[src/rtl/core_pkg.sv]
// Shared definitions for the 5-stage core: forwarding-select codes, the
// hazard controller FSM state type and the default register-index width.
package core_pkg;

    localparam int REG_ADDR_W_DEF = 4;

    // EXE operand sources
    localparam logic [1:0] FWD_RF  = 2'd0;
    localparam logic [1:0] FWD_MEM = 2'd1;
    localparam logic [1:0] FWD_WB  = 2'd2;

    // Hazard controller FSM: normal flow or waiting on data memory
    typedef enum logic [0:0] {
        ST_RUN      = 1'b0,
        ST_MEM_WAIT = 1'b1
    } hz_state_t;

endpackage

[src/rtl/forwarding_unit.sv]
// Operand forwarding select for one EXE source. The newest producer (MEM)
// wins over the older one (WB); a producer only counts when it writes back.
import core_pkg::*;

module forwarding_unit #(
    parameter int REG_ADDR_W = REG_ADDR_W_DEF
) (
    input  logic [REG_ADDR_W-1:0] src,
    input  logic [REG_ADDR_W-1:0] mem_dest,
    input  logic                  mem_wb_en,
    input  logic [REG_ADDR_W-1:0] wb_dest,
    input  logic                  wb_wb_en,
    output logic [1:0]            sel
);

    // Priority compare: MEM result first, then WB value, else register file
    always_comb begin
        sel = FWD_RF;
        if (mem_wb_en && (mem_dest == src)) begin
            sel = FWD_MEM;
        end else if (wb_wb_en && (wb_dest == src)) begin
            sel = FWD_WB;
        end else begin
            sel = FWD_RF;
        end
    end

endmodule

[src/rtl/pipeline_hazard_controller.sv]
// Central stall/flush/forwarding controller for the 5-stage pipeline.
// Optional feature macro: FORWARDING_EN. When defined, EXE operands are
// forwarded from MEM/WB and only load-use raises a bubble; when undefined,
// any ID source matching an in-flight EXE/MEM destination stalls and the
// forwarding selects are tied to the register file.
import core_pkg::*;

module pipeline_hazard_controller #(
    parameter int REG_ADDR_W  = REG_ADDR_W_DEF,
    parameter int MEM_TIMEOUT = 255,
    parameter int PERF_W      = 16
) (
    input  logic                  clk,
    input  logic                  rst,
    input  logic [REG_ADDR_W-1:0] id_src1,
    input  logic [REG_ADDR_W-1:0] id_src2,
    input  logic                  id_two_src,
    input  logic [REG_ADDR_W-1:0] exe_src1,
    input  logic [REG_ADDR_W-1:0] exe_src2,
    input  logic [REG_ADDR_W-1:0] exe_dest,
    input  logic [REG_ADDR_W-1:0] mem_dest,
    input  logic [REG_ADDR_W-1:0] wb_dest,
    input  logic                  exe_wb_en,
    input  logic                  mem_wb_en,
    input  logic                  wb_wb_en,
    input  logic                  exe_mem_r_en,
    input  logic                  mem_req,
    input  logic                  mem_ready,
    input  logic                  branch_taken,
    output logic                  pc_hold,
    output logic                  ifid_hold,
    output logic                  ifid_flush,
    output logic                  idexe_hold,
    output logic                  idexe_flush,
    output logic                  exemem_hold,
    output logic                  memwb_hold,
    output logic [1:0]            fwd_sel_a,
    output logic [1:0]            fwd_sel_b,
    output logic                  mem_timeout_err,
    output logic [PERF_W-1:0]     stall_cycles
);

    localparam int              CNT_W       = $clog2(MEM_TIMEOUT + 1);
    localparam logic [CNT_W-1:0] TIMEOUT_VAL = CNT_W'(MEM_TIMEOUT);

    hz_state_t        state;
    hz_state_t        state_next;
    logic [CNT_W-1:0] wait_cnt;
    // Set for the one cycle after an abandoned access so the still-pending
    // request cannot immediately re-freeze the pipe.
    logic             abandon;
    logic             freeze;
    logic             timeout_hit;
    logic             hazard;
    logic [1:0]       fwd_a_raw;
    logic [1:0]       fwd_b_raw;

    // Freeze detection and the timeout strobe for the current wait cycle
    always_comb begin
        timeout_hit = 1'b0;
        freeze      = 1'b0;
        if (state == ST_MEM_WAIT) begin
            freeze      = !mem_ready;
            timeout_hit = !mem_ready && ((wait_cnt + CNT_W'(1)) == TIMEOUT_VAL);
        end else begin
            freeze      = mem_req && !mem_ready && !abandon;
            timeout_hit = 1'b0;
        end
    end

    // Data-hazard detection between the ID sources and in-flight producers
    always_comb begin
        hazard = 1'b0;
`ifdef FORWARDING_EN
        if (exe_mem_r_en && exe_wb_en &&
            ((exe_dest == id_src1) || (id_two_src && (exe_dest == id_src2)))) begin
            hazard = 1'b1;
        end else begin
            hazard = 1'b0;
        end
`else
        if (exe_wb_en &&
            ((exe_dest == id_src1) || (id_two_src && (exe_dest == id_src2)))) begin
            hazard = 1'b1;
        end else if (mem_wb_en &&
            ((mem_dest == id_src1) || (id_two_src && (mem_dest == id_src2)))) begin
            hazard = 1'b1;
        end else begin
            hazard = 1'b0;
        end
`endif
    end

    // Pipeline controls: freeze beats branch, branch beats data hazard
    always_comb begin
        pc_hold     = 1'b0;
        ifid_hold   = 1'b0;
        ifid_flush  = 1'b0;
        idexe_hold  = 1'b0;
        idexe_flush = 1'b0;
        exemem_hold = 1'b0;
        memwb_hold  = 1'b0;
        if (freeze) begin
            pc_hold     = 1'b1;
            ifid_hold   = 1'b1;
            idexe_hold  = 1'b1;
            exemem_hold = 1'b1;
            memwb_hold  = 1'b1;
        end else if (branch_taken) begin
            ifid_flush  = 1'b1;
            idexe_flush = 1'b1;
        end else if (hazard) begin
            pc_hold     = 1'b1;
            ifid_hold   = 1'b1;
            idexe_flush = 1'b1;
        end else begin
            pc_hold     = 1'b0;
        end
    end

    // FSM next-state: enter the wait on an unanswered request, leave on
    // ready or when the wait budget is used up
    always_comb begin
        state_next = state;
        case (state)
            ST_RUN: begin
                if (mem_req && !mem_ready && !abandon) begin
                    state_next = ST_MEM_WAIT;
                end else begin
                    state_next = ST_RUN;
                end
            end
            ST_MEM_WAIT: begin
                if (mem_ready || timeout_hit) begin
                    state_next = ST_RUN;
                end else begin
                    state_next = ST_MEM_WAIT;
                end
            end
            default: state_next = ST_RUN;
        endcase
    end

    // FSM state register
    always_ff @(posedge clk) begin
        if (rst) begin
            state <= ST_RUN;
        end else begin
            state <= state_next;
        end
    end

    // Wait counter: held at zero outside the wait, counts each wait cycle
    always_ff @(posedge clk) begin
        if (rst) begin
            wait_cnt <= '0;
        end else if (state == ST_MEM_WAIT) begin
            wait_cnt <= wait_cnt + CNT_W'(1);
        end else begin
            wait_cnt <= '0;
        end
    end

    // Abandon marker and sticky timeout error
    always_ff @(posedge clk) begin
        if (rst) begin
            abandon         <= 1'b0;
            mem_timeout_err <= 1'b0;
        end else begin
            abandon         <= timeout_hit;
            mem_timeout_err <= mem_timeout_err | timeout_hit;
        end
    end

    // Saturating count of cycles in which the PC is held
    always_ff @(posedge clk) begin
        if (rst) begin
            stall_cycles <= '0;
        end else if (pc_hold && (stall_cycles != {PERF_W{1'b1}})) begin
            stall_cycles <= stall_cycles + PERF_W'(1);
        end else begin
            stall_cycles <= stall_cycles;
        end
    end

    forwarding_unit #(.REG_ADDR_W(REG_ADDR_W)) u_fwd_a (
        .src       (exe_src1),
        .mem_dest  (mem_dest),
        .mem_wb_en (mem_wb_en),
        .wb_dest   (wb_dest),
        .wb_wb_en  (wb_wb_en),
        .sel       (fwd_a_raw)
    );

    forwarding_unit #(.REG_ADDR_W(REG_ADDR_W)) u_fwd_b (
        .src       (exe_src2),
        .mem_dest  (mem_dest),
        .mem_wb_en (mem_wb_en),
        .wb_dest   (wb_dest),
        .wb_wb_en  (wb_wb_en),
        .sel       (fwd_b_raw)
    );

`ifdef FORWARDING_EN
    assign fwd_sel_a = fwd_a_raw;
    assign fwd_sel_b = fwd_b_raw;
`else
    // Without forwarding the EXE operands always come from the register file
    assign fwd_sel_a = FWD_RF;
    assign fwd_sel_b = FWD_RF;
    logic unused_nofwd;
    assign unused_nofwd = ^{fwd_a_raw, fwd_b_raw, exe_mem_r_en};
`endif

endmodule

[config.mk]
export PLATFORM = sky130hd
export DESIGN_NAME = pipeline_hazard_controller
export DESIGN_NICKNAME = d
export VERILOG_FILES = /design/src/rtl/core_pkg.sv /design/src/rtl/forwarding_unit.sv /design/src/rtl/pipeline_hazard_controller.sv
export SDC_FILE = /design/constraint.sdc
export NUM_CORES = 1
export LEC_CHECK = 0
export CORE_MARGIN = 2
export CORE_UTILIZATION = 30
export CTS_CLUSTER_SIZE = 14
export DETAILED_ROUTE_END_ITERATION = 16
export DONT_BUFFER_PORTS = 1
export GPL_ROUTABILITY_DRIVEN = 0
export GPL_TIMING_DRIVEN = 0
export SYNTH_ARGS = -nofsm -noshare
export SYNTH_HDL_FRONTEND = slang
export SYNTH_SLANG_ARGS = --single-unit
[constraint.sdc]
create_clock -name clk -period 2 [get_ports clk]
set_input_delay 0.4 -clock clk [delete_from_list [all_inputs] [get_ports clk]]
set_output_delay 0.4 -clock clk [all_outputs]
set_load 0.02 [all_outputs]
==> out/results.ini <==
[floorplanning]
start_util=0.305
core_area_um2=5850
pin_count=66
die_w_um=81.2
row_count=28
die_h_um=81.2
dieArea_um2=6590

[synthesis]
yosysSeqAreaShare=0.303
synthArstFlopShare=0
synth-main-ff-cell=dfxtp_1
avgSynthCellArea_um2=8.23
ys_ff_latch=27
synth.cell_area_um2=1790
synth_edf_count=0
synth_cells=217
ys_warn_count=0
ys_types=44

[pwr]
ir_worst_vdd_uv=288
leakage_nw=0.719
power.total_mw=1.07
powerDensity_nw_per_um2=488

[global_routing]
grt-ovfl-total=0
grt_antenna_before_repair=0
grt_pass1_vias=1510
grt_pass1_wl_um=6820
grt_usage=0.129
grt_max_degree=18

[setup_path]
arrival_ns=2.20
crit_type=input port to flip-flop
reg2reg_from=stall_cycles[6]$_SDFFE_PP0P_
r2r_setup_slack_ns=0.08
crit_family=compound AO/OA/AOI/OAI gates
cp-end-kind=flip-flop
worstReg2RegEnd=stall_cycles[12]$_SDFFE_PP0P_
path_cells=inv_1 -> a222oi_1 -> nor4b_4 -> o31ai_4 -> buf_6 -> buf_4 -> a211oi_1 -> mux2_2
crit_buf_inv=3
start_kind=input port
cp_max_fo=9
reg2reg_depth=5
slowest_delay_ns=0.36
crit_required_ns=2.18
crit_slowest_cell=mux2_2

[sta]
setup_viol_count_final=1
period_needed_ns=2.02
worst_hold_slack_ns=0.422
max_freq_ghz=0.496
finalMaxSlewViolations=0
fin_crit_sh=1.01
hold_viol_final=0
finalSetupTns_ns=-0.0156
rsz0062_at_grt=true
fin_skew_ns=0.00366
setup_ws_ns=-0.0156

[routing]
via_count=1554
remaining_drc_errors=0
vias_per_cell=5.10
antenna_left=0
wirelength_um=4130
wl_per_cell_um=13.5
drt_iter0_drc=61
firstDrtPassIters=4

[layout]
final_cell_area_um2=2180
final_nets=272
drive_gt1_frac=0.287
antenna_cells=0
area_growth_pct=22.2
layout.cells.most_common=nor2_1
final_cell_mix=nor2_1 (28), dfxtp_1 (18), nor2b_1 (14), nand2_1 (14), mux2_2 (13)

[cts]
cts_buffers=3
cts_hold_buf=0
clock-sinks=27
clockBufferDepth=2
path_clk_slew_ns=0.11
cts_tree=done
h-tree-depth=1
clkLatencyLatePin_ns=0.28
cts_root_buf=clkbuf_8

[worst_hold_path]
hold_path.class=input port to flip-flop
whs_path_depth=3
min_to=state$_SDFF_PP0_
min-delay-start=mem_ready

[job]
drv_cap=0

[place]
io_buffers=0
dp_hpwl_um=3150
place_area_um2=1900
pre_cts_slack_ns=-0.328

[outcome]
violations=negative setup slack
status=complete, but fails checks

==> logic make-up (layout without fill, tap and decap cells) <==
family / Yosys count / after routing / share of synthesized area
DFF: 27 / 27 / 0.303
buffers and inverters: 25 / 35 / 0.0714
AOI/OAI and AO/OA: 30 / 30 / 0.135
and+or+nand+nor: 100 / 100 / 0.296
muxes: 15 / 15 / 0.0938
xor gates and xnor gates: 16 / 16 / 0.0784
adders and majority gates: 3 / 3 / 0.0210
other: 1 / 4 / 0.00210
==> worst reg2reg max path: cells and delay by family, from the launching register on <==
family             cells  cell delay (ns)
muxes                  1             0.35
DFF                    1             0.42
AOI/OAI and AO/OA      1             0.20
and+or+nand+nor        3             0.86
==> how the worst max path moves through the flow <==
stage,endpoint,cells after the start,from
detailed placement,stall_cycles[0]$_SDFFE_PP0P_,6,stall_cycles[5]$_SDFFE_PP0P_
floorplan,pc_hold,7,id_src2[1]
CTS,stall_cycles[12]$_SDFFE_PP0P_,5,stall_cycles[3]$_SDFFE_PP0P_
global route,stall_cycles[3]$_SDFFE_PP0P_,8,id_src2[1]
finish,stall_cycles[4]$_SDFFE_PP0P_,8,id_src2[1]
global placement,stall_cycles[0]$_SDFFE_PP0P_,6,stall_cycles[5]$_SDFFE_PP0P_
==> cell usage after synthesis, drive strengths merged (2+ instances only) <==
master,count,share of area
and3,3,0.011
nand4,6,0.021
nand3b,2,0.0084
nor2,30,0.063
a2111oi,4,0.028
nor3,4,0.011
o31a,2,0.0098
inv,11,0.023
mux2,14,0.088
and4,3,0.015
ha,3,0.021
nor2b,14,0.049
dfxtp,27,0.30
clkbuf,6,0.013
nand2,16,0.034
o22ai,3,0.011
o21ai,3,0.0084
xnor2,11,0.054
nand3,9,0.025
a211oi,8,0.034
xor2,5,0.025
and2,2,0.0070
buf,8,0.036
a21oi,3,0.0084
nand2b,3,0.011
==> metal layers <==
layer	track usage	wire [um]	up-vias
met1	0.152	1790	713
met3	0.0389	372	2
li1	-	-	780
met5	0	0	-
met4	0.0153	16	0
met2	0.236	1950	59
==> power by group <==
part	internal [mW]	switching (mW)	leakage, nW	total [mW]
combinational	0.0771	0.0975	0.468	0.175
clock	0.147	0.195	0.0261	0.342
sequential	0.534	0.0153	0.225	0.550
==> state kept, by name, indices dropped and copies added (netlist names) <==
register         count
stall_cycles        16
wait_cnt             8
abandon              1
mem_timeout_err      1
state                1
==> layout make-up <==
type	count	area, um^2
buffer	14	101
clock buffer	3	41.3
clock inverter	1	8.76
fill	585	3670
inverter	11	45.0
tap	75	93.8
multi-input combinational	168	1270
sequential	27	574
timing repair buffer	6	45.0
==> stage by stage <==
stage	util	std cells
after floorplan	-	220
after global placement	0.325	295
after detailed placement	0.325	295
after CTS	0.354	302
after global routing	0.373	305
final	0.373	305
==> what timing repair did <==
action | CTS | global route
gates resized for setup | 30 | 21
pin swaps | 3 | 2
setup endpoints to repair | 21 | 19
setup buffers | 3 | 3
(Power assumes the default switching activity.)
